<file path="src/rtl/seg7_pkg.sv">
// Shared seven-segment types and active-low hex glyph constants (bit0 = a ... bit6 = g).
package seg7_pkg;

  localparam int unsigned NIBBLE_W = 4;
  localparam int unsigned SEG_W    = 7;

  typedef logic [SEG_W-1:0] seg_t;

  localparam seg_t SEG_0     = 7'b1000000;
  localparam seg_t SEG_1     = 7'b1111001;
  localparam seg_t SEG_2     = 7'b0100100;
  localparam seg_t SEG_3     = 7'b0110000;
  localparam seg_t SEG_4     = 7'b0011001;
  localparam seg_t SEG_5     = 7'b0010010;
  localparam seg_t SEG_6     = 7'b0000010;
  localparam seg_t SEG_7     = 7'b1111000;
  localparam seg_t SEG_8     = 7'b0000000;
  localparam seg_t SEG_9     = 7'b0010000;
  localparam seg_t SEG_A     = 7'b0001000;
  localparam seg_t SEG_B     = 7'b0000011;
  localparam seg_t SEG_C     = 7'b1000110;
  localparam seg_t SEG_D     = 7'b0100001;
  localparam seg_t SEG_E     = 7'b0000110;
  localparam seg_t SEG_F     = 7'b0001110;
  localparam seg_t SEG_BLANK = 7'b1111111;

endpackage

</file>
<file path="src/rtl/seg7_hex_decode.sv">
// Combinational hex nibble to active-low seven-segment glyph decoder.
module seg7_hex_decode
  import seg7_pkg::*;
(
  input  logic [NIBBLE_W-1:0] nibble,
  output seg_t                seg_c
);

  always_comb begin
    seg_c = SEG_BLANK;
    unique case (nibble)
      4'h0: seg_c = SEG_0;
      4'h1: seg_c = SEG_1;
      4'h2: seg_c = SEG_2;
      4'h3: seg_c = SEG_3;
      4'h4: seg_c = SEG_4;
      4'h5: seg_c = SEG_5;
      4'h6: seg_c = SEG_6;
      4'h7: seg_c = SEG_7;
      4'h8: seg_c = SEG_8;
      4'h9: seg_c = SEG_9;
      4'hA: seg_c = SEG_A;
      4'hB: seg_c = SEG_B;
      4'hC: seg_c = SEG_C;
      4'hD: seg_c = SEG_D;
      4'hE: seg_c = SEG_E;
      4'hF: seg_c = SEG_F;
      default: seg_c = SEG_BLANK;
    endcase
  end

endmodule

</file>
<file path="src/rtl/seven_seg_scan_driver.sv">
// Multiplexed hex display scanner with tear-free shadow/display double buffering.
// Optional leading-zero blanking is built when SEG7_LZ_SUPPRESS_EN is defined.
module seven_seg_scan_driver
  import seg7_pkg::*;
#(
  parameter int unsigned NUM_DIGITS    = 4,
  parameter int unsigned REFRESH_DIV   = 25000,
  parameter bit          AN_ACTIVE_LOW = 1'b1
) (
  input  logic                           i_clk,
  input  logic                           i_rst_n,
  input  logic [NIBBLE_W*NUM_DIGITS-1:0] i_data,
  input  logic [NUM_DIGITS-1:0]          i_dp,
  input  logic                           i_load,
  input  logic                           i_enable,
  output logic [SEG_W-1:0]               o_seg,
  output logic                           o_dp,
  output logic [NUM_DIGITS-1:0]          o_an,
  output logic                           o_pending
);

  localparam int unsigned DATA_W   = NIBBLE_W * NUM_DIGITS;
  localparam int unsigned CNT_W    = (REFRESH_DIV > 2) ? $clog2(REFRESH_DIV) : 1;
  localparam int unsigned IDX_W    = (NUM_DIGITS > 1) ? $clog2(NUM_DIGITS) : 1;
  localparam int unsigned CNT_LAST = REFRESH_DIV - 1;
  localparam int unsigned IDX_LAST = NUM_DIGITS - 1;
  localparam logic [NUM_DIGITS-1:0] AN_OFF = AN_ACTIVE_LOW ? {NUM_DIGITS{1'b1}} : '0;

  logic [CNT_W-1:0]      cnt_q, cnt_d;
  logic [IDX_W-1:0]      idx_q, idx_d;
  logic [DATA_W-1:0]     shadow_data_q, shadow_data_d;
  logic [NUM_DIGITS-1:0] shadow_dp_q, shadow_dp_d;
  logic [DATA_W-1:0]     disp_data_q, disp_data_d;
  logic [NUM_DIGITS-1:0] disp_dp_q, disp_dp_d;
  logic                  pending_d;
  seg_t                  seg_d;
  logic                  dp_d;
  logic [NUM_DIGITS-1:0] an_d;

  logic                  cnt_last;
  logic                  idx_last;
  logic                  wrap;
  logic                  transfer;
  logic [NIBBLE_W-1:0]   sel_nibble;
  logic                  sel_dp;
  logic [NUM_DIGITS-1:0] an_hot;
  seg_t                  dec_seg_c;

  // Glyph of the digit currently addressed by idx.
  seg7_hex_decode u_decode (
    .nibble (sel_nibble),
    .seg_c  (dec_seg_c)
  );

  always_comb begin
    sel_nibble = '0;
    sel_dp     = 1'b0;
    an_hot     = '0;
    for (int k = 0; k < int'(NUM_DIGITS); k++) begin
      an_hot[k] = (idx_q == IDX_W'(k));
      if (idx_q == IDX_W'(k)) begin
        sel_nibble = disp_data_q[k*NIBBLE_W +: NIBBLE_W];
        sel_dp     = disp_dp_q[k];
      end
    end
  end

`ifdef SEG7_LZ_SUPPRESS_EN
  logic [NUM_DIGITS-1:0] lz_mask;
  logic                  lz_run;
  logic                  sel_lz;

  // A digit is blank while it and every more significant nibble are zero; digit 0 always shows.
  always_comb begin
    lz_mask = '0;
    lz_run  = 1'b1;
    sel_lz  = 1'b0;
    for (int k = int'(NUM_DIGITS) - 1; k >= 1; k--) begin
      lz_run     = lz_run && (disp_data_q[k*NIBBLE_W +: NIBBLE_W] == '0);
      lz_mask[k] = lz_run;
    end
    for (int k = 0; k < int'(NUM_DIGITS); k++) begin
      if (idx_q == IDX_W'(k)) begin
        sel_lz = lz_mask[k];
      end
    end
  end
`endif

  always_comb begin
    cnt_d         = cnt_q;
    idx_d         = idx_q;
    shadow_data_d = shadow_data_q;
    shadow_dp_d   = shadow_dp_q;
    disp_data_d   = disp_data_q;
    disp_dp_d     = disp_dp_q;
    pending_d     = o_pending;
    seg_d         = SEG_BLANK;
    dp_d          = 1'b1;
    an_d          = AN_OFF;

    cnt_last = (cnt_q == CNT_W'(CNT_LAST));
    idx_last = (idx_q == IDX_W'(IDX_LAST));
    wrap     = i_enable && cnt_last && idx_last;
    // Frame boundary, or immediately when the display is dark.
    transfer = o_pending && (wrap || !i_enable);

    if (!i_enable) begin
      cnt_d = '0;
      idx_d = '0;
    end else if (cnt_last) begin
      cnt_d = '0;
      idx_d = idx_last ? '0 : idx_q + IDX_W'(1);
    end else begin
      cnt_d = cnt_q + CNT_W'(1);
    end

    if (transfer) begin
      disp_data_d = shadow_data_q;
      disp_dp_d   = shadow_dp_q;
      pending_d   = 1'b0;
    end
    if (i_load) begin
      shadow_data_d = i_data;
      shadow_dp_d   = i_dp;
      pending_d     = 1'b1;
    end

    if (i_enable) begin
`ifdef SEG7_LZ_SUPPRESS_EN
      seg_d = sel_lz ? SEG_BLANK : dec_seg_c;
`else
      seg_d = dec_seg_c;
`endif
      dp_d  = ~sel_dp;
      // First cycle of every slot is dead time against ghosting.
      if (cnt_q != '0) begin
        an_d = AN_OFF ^ an_hot;
      end
    end
  end

  always_ff @(posedge i_clk or negedge i_rst_n) begin
    if (!i_rst_n) begin
      cnt_q         <= '0;
      idx_q         <= '0;
      shadow_data_q <= '0;
      shadow_dp_q   <= '0;
      disp_data_q   <= '0;
      disp_dp_q     <= '0;
      o_pending     <= 1'b0;
      o_seg         <= SEG_BLANK;
      o_dp          <= 1'b1;
      o_an          <= AN_OFF;
    end else begin
      cnt_q         <= cnt_d;
      idx_q         <= idx_d;
      shadow_data_q <= shadow_data_d;
      shadow_dp_q   <= shadow_dp_d;
      disp_data_q   <= disp_data_d;
      disp_dp_q     <= disp_dp_d;
      o_pending     <= pending_d;
      o_seg         <= seg_d;
      o_dp          <= dp_d;
      o_an          <= an_d;
    end
  end

endmodule

</file>
<file path="config.mk">
export PLATFORM = sky130hd
export DESIGN_NAME = seven_seg_scan_driver
export DESIGN_NICKNAME = d
export VERILOG_FILES = /design/src/rtl/seg7_pkg.sv /design/src/rtl/seg7_hex_decode.sv /design/src/rtl/seven_seg_scan_driver.sv
export SDC_FILE = /design/constraint.sdc
export NUM_CORES = 1
export LEC_CHECK = 0
export CORE_MARGIN = 1.5
export CORE_UTILIZATION = 40
export DETAILED_ROUTE_END_ITERATION = 12
export PLACE_DENSITY = 0.67
export SLEW_MARGIN = 5
export SYNTH_ARGS = -nofsm -noshare
export SYNTH_HDL_FRONTEND = slang
export SYNTH_SLANG_ARGS = --single-unit
</file>
<file path="constraint.sdc">
create_clock -name i_clk -period 3 [get_ports i_clk]
set_clock_uncertainty 0.2 [all_clocks]
set_input_delay 0.3 -clock i_clk [delete_from_list [all_inputs] [get_ports i_clk]]
set_output_delay 0.3 -clock i_clk [all_outputs]
set_load 0.03 [all_outputs]
</file>
==> flow_metrics.env <==
export IMPL_postSynth_asyncResetShare_pct=100
export IMPL_syn_to_final_growth_pct=21.1
export IMPL_maxSlewHeadroom_pct=36.7
export IMPL_vias=2093
export IMPL_routabilityCongestion=0.849
export IMPL_fmax_mhz=384
export IMPL_dieArea_mm2=0.00882
export IMPL_worst_path_buf_inv=0
export IMPL_crit_type="reg2reg"
export IMPL_grt_pass1_vias=2192
export IMPL_grt_max_degree=39
export IMPL_synth_distinct_cells=43
export IMPL_stdcell_area_mm2=0.00401
export IMPL_syn_num_nets=302
export IMPL_cp_max_fo=20
export IMPL_grt_use_total_pct=15.3
export IMPL_cp_slowest_stage_delay_ns=0.60
export IMPL_rsz0062_at_grt="false"
export IMPL_end_kind="flop"
export IMPL_setup_viol=0
export IMPL_rrSetupSlack_ns=0.40
export IMPL_whs_endpoint="disp_dp_q[0]"
export IMPL_h_tree_depth=3
export IMPL_drive_above_1_share_pct=26.6
export IMPL_p_int_mw=1.69
export IMPL_worst_r2r_path_depth=5
export IMPL_cts_clk_slew_worst_paths_ns=0.07
export IMPL_drt_iter0_markers=91
export IMPL_hold_path_class="reg2reg"
export IMPL_power_leakage_nw=1.75
export IMPL_clock_sinks=70
export IMPL_nNetsFinal=347
export IMPL_synth_cells=266
export IMPL_io_pin_count=37
export IMPL_total_power_mw=2.32
export IMPL_muxShareOfSynthArea_pct=17.4
export IMPL_place_hpwl_mm=4.11
export IMPL_grt_pass1_wl_mm=10.3
export IMPL_synthXorXnorAreaFrac_pct=3.44
export IMPL_core_mm2=0.00785
export IMPL_avgRoutedWirePerCell_um=14.2
export IMPL_synth_ff_type="dfrtp_1"
export IMPL_synth_compound_area_share_pct=6.55
export IMPL_drt_pass1_iter_count=4
export IMPL_numCtsBuffers=9
export IMPL_die_h_um=93.9
export IMPL_routed_wl_mm=5.94
export IMPL_remaining_drc_errors=0
export IMPL_synth_simple_area_share_pct=11.4
export IMPL_routed_via_density=5.01
export IMPL_clk_path_buf_depth=2
export IMPL_std_cell_rows=32
export IMPL_finalCriticalPeriod_ns=2.60
export IMPL_clkLatencyLatePin_ns=0.35
export IMPL_synth_edff_count=0
export IMPL_cts_tree="yes"
export IMPL_reg2reg_to="disp_data_q[11]"
export IMPL_path_cells="or4_4, nor4_4, a21oi_2, nand2b_4, mux2_4"
export IMPL_arrival_ns=2.64
export IMPL_min_delay_start="shadow_dp_q[0]"
export IMPL_final_common_cell="dfrtp_1"
export IMPL_combPwrFrac_pct=20.0
export IMPL_worstMarginPinSlew_ns=0.946
export IMPL_synth_top_family_by_area="multiplexers"
export IMPL_ir_drop_uv=285
export IMPL_die_w_um=93.9
export IMPL_synth_area_mm2=0.00331
export IMPL_start_kind="flop"
export IMPL_power_density_mw_per_mm2=579
export IMPL_critical_path_required_ns=3.03
export IMPL_synth_yosys_seq_area_share_pct=53.4
export IMPL_hold_violations=0
export IMPL_ys_ff_latch=70
export IMPL_root_buffer="clkbuf_8"
export IMPL_clkPwrFrac_pct=31.4
export IMPL_worst_hold_slack_ns=0.304
export IMPL_antenna_cells=0
export IMPL_gr_total_overflow=0
export IMPL_net_switching_power_mw=0.627
export IMPL_final_antenna_net_count=0
export IMPL_cp_top_family="simple AND/OR/NAND/NOR gates"
export IMPL_io_buffers=36
export IMPL_status="complete, no violations"
export IMPL_final_cell_mix="58 x dfrtp_1, 35 x clkdlybuf4s50_1, 26 x nor2_1, 21 x mux2_2, 20 x mux2_4"
export IMPL_cap_violations=0
export IMPL_synth_fa_ha_area_share_pct=4.54
export IMPL_seqPwrFrac_pct=48.6
export IMPL_setup_tns_final_ns=0
export IMPL_slew_violations=0
export IMPL_initial_core_util_pct=42.1
export IMPL_r2r_start="cnt_q[9]"
export IMPL_antenna_found_initial=0
export IMPL_yosys_warnings=0
export IMPL_slowest_stage="or4_4"
export IMPL_postSynthAreaPerCell_um2=12.4
export IMPL_p_sw_share_pct=27.0
export IMPL_period_share_pct=86.8
export IMPL_placed_area_mm2=0.00380
export IMPL_hold_depth=1
-- final cells by class --
class | count | area (um^2)
multi-input cells | 172 | 1440
repair buffers | 45 | 438
flip-flops and latches | 70 | 1770
fillers | 731 | 3840
inverters | 13 | 48.8
clock inverters | 7 | 65.1
well taps | 102 | 128
clock buffers | 9 | 124
-- metrics by stage --
stage                     utilization [%]  setup WS [ns]  instances
after detailed placement             48.5          0.385        401
after global routing                 51.0         0.0887        418
after floorplan                         -          0.499        266
after global placement               48.5          0.404        401
final                                51.0          0.396        418
after CTS                            51.0          0.317        418
-- per-layer routing --
layer | vias up | share of wire, % | track usage [%] | routed length (um)
met1 | 1013 | 48 | 19.9 | 2820
met2 | 44 | 47 | 24.1 | 2770
met4 | 0 | 1.8 | 4.85 | 108
met3 | 12 | 4.1 | 5.18 | 245
li1 | 1024 | - | - | -
met5 | - | 0 | 0 | 0
-- flip-flops by register name (all words and copies together) (netlist names) --
signal / cells
idx_q: 2
shadow_data_q: 16
shadow_dp_q: 4
disp_data_q: 16
o_pending: 1
o_seg: 7
cnt_q: 15
o_dp: 1
disp_dp_q: 4
o_an: 4
-- cells in the mapped netlist (3+ instances only) --
library cell / instances / area, um^2
nand2b_1: 3 / 18.8
a21oi_1: 3 / 15.0
nand3_1: 12 / 60.1
mux2_4: 20 / 300
mux2_2: 21 / 236
nor3_1: 3 / 15.0
o221ai_1: 5 / 43.8
ha_1: 12 / 150
xor2_1: 7 / 61.3
nand2_1: 12 / 45.0
inv_1: 12 / 45.0
xnor2_1: 6 / 52.6
nor2_1: 26 / 97.6
o21ai_0: 5 / 25.0
nand4_1: 5 / 31.3
mux2i_1: 4 / 40.0
dfstp_2: 12 / 315
clkbuf_1: 7 / 26.3
dfrtp_1: 58 / 1450
-- worst max-delay path by stage --
stage,startpoint,end,slack [ns],depth (start not counted)
finish,cnt_q[9],disp_data_q[11],0.40,5
global route,idx_q[1],o_seg[6],0.09,11
CTS,idx_q[1],o_seg[6],0.32,11
detailed placement,idx_q[1],o_seg[5],0.39,11
global placement,idx_q[1],o_seg[3],0.40,11
floorplan,idx_q[0],o_seg[5],0.50,9
-- worst register-to-register path: stages (launching register included) --
cell and delay [ns]:
dfrtp_1 0.45, or4_4 0.60, nor4_4 0.42, a21oi_2 0.11, nand2b_4 0.34, mux2_4 0.38
-- power groups by stage --
| stage | Combinational (mW) | Sequential, mW | Clock (mW) |
|---|---|---|---|
| global route | 0.505 | 1.14 | 0.804 |
| CTS | 0.467 | 1.13 | 0.757 |
| finish | 0.464 | 1.13 | 0.728 |
| floorplan | 0.262 | 1.18 | 0 |
| detailed placement | 0.463 | 1.15 | 0 |
| global placement | 0.454 | 1.14 | 0 |
-- timing repair --
| action | 4_1_cts | 5_1_grt |
|---|---|---|
| buffers inserted | 0 | 0 |
| resized for setup | 0 | 1 |
| hold endpoints to repair | 25 | 0 |
| hold buffers | 1 | 0 |
| setup endpoints to repair | 0 | 1 |
-- kinds of logic after synthesis --
| logic type | count (synthesis) |
|---|---|
| xor+xnor | 13 |
| buf+inv | 24 |
| compound gates | 29 |
| mux | 45 |
| simple gates | 73 |
| fa+ha+maj | 12 |
| flops | 70 |
(Power assumes the default switching activity.)
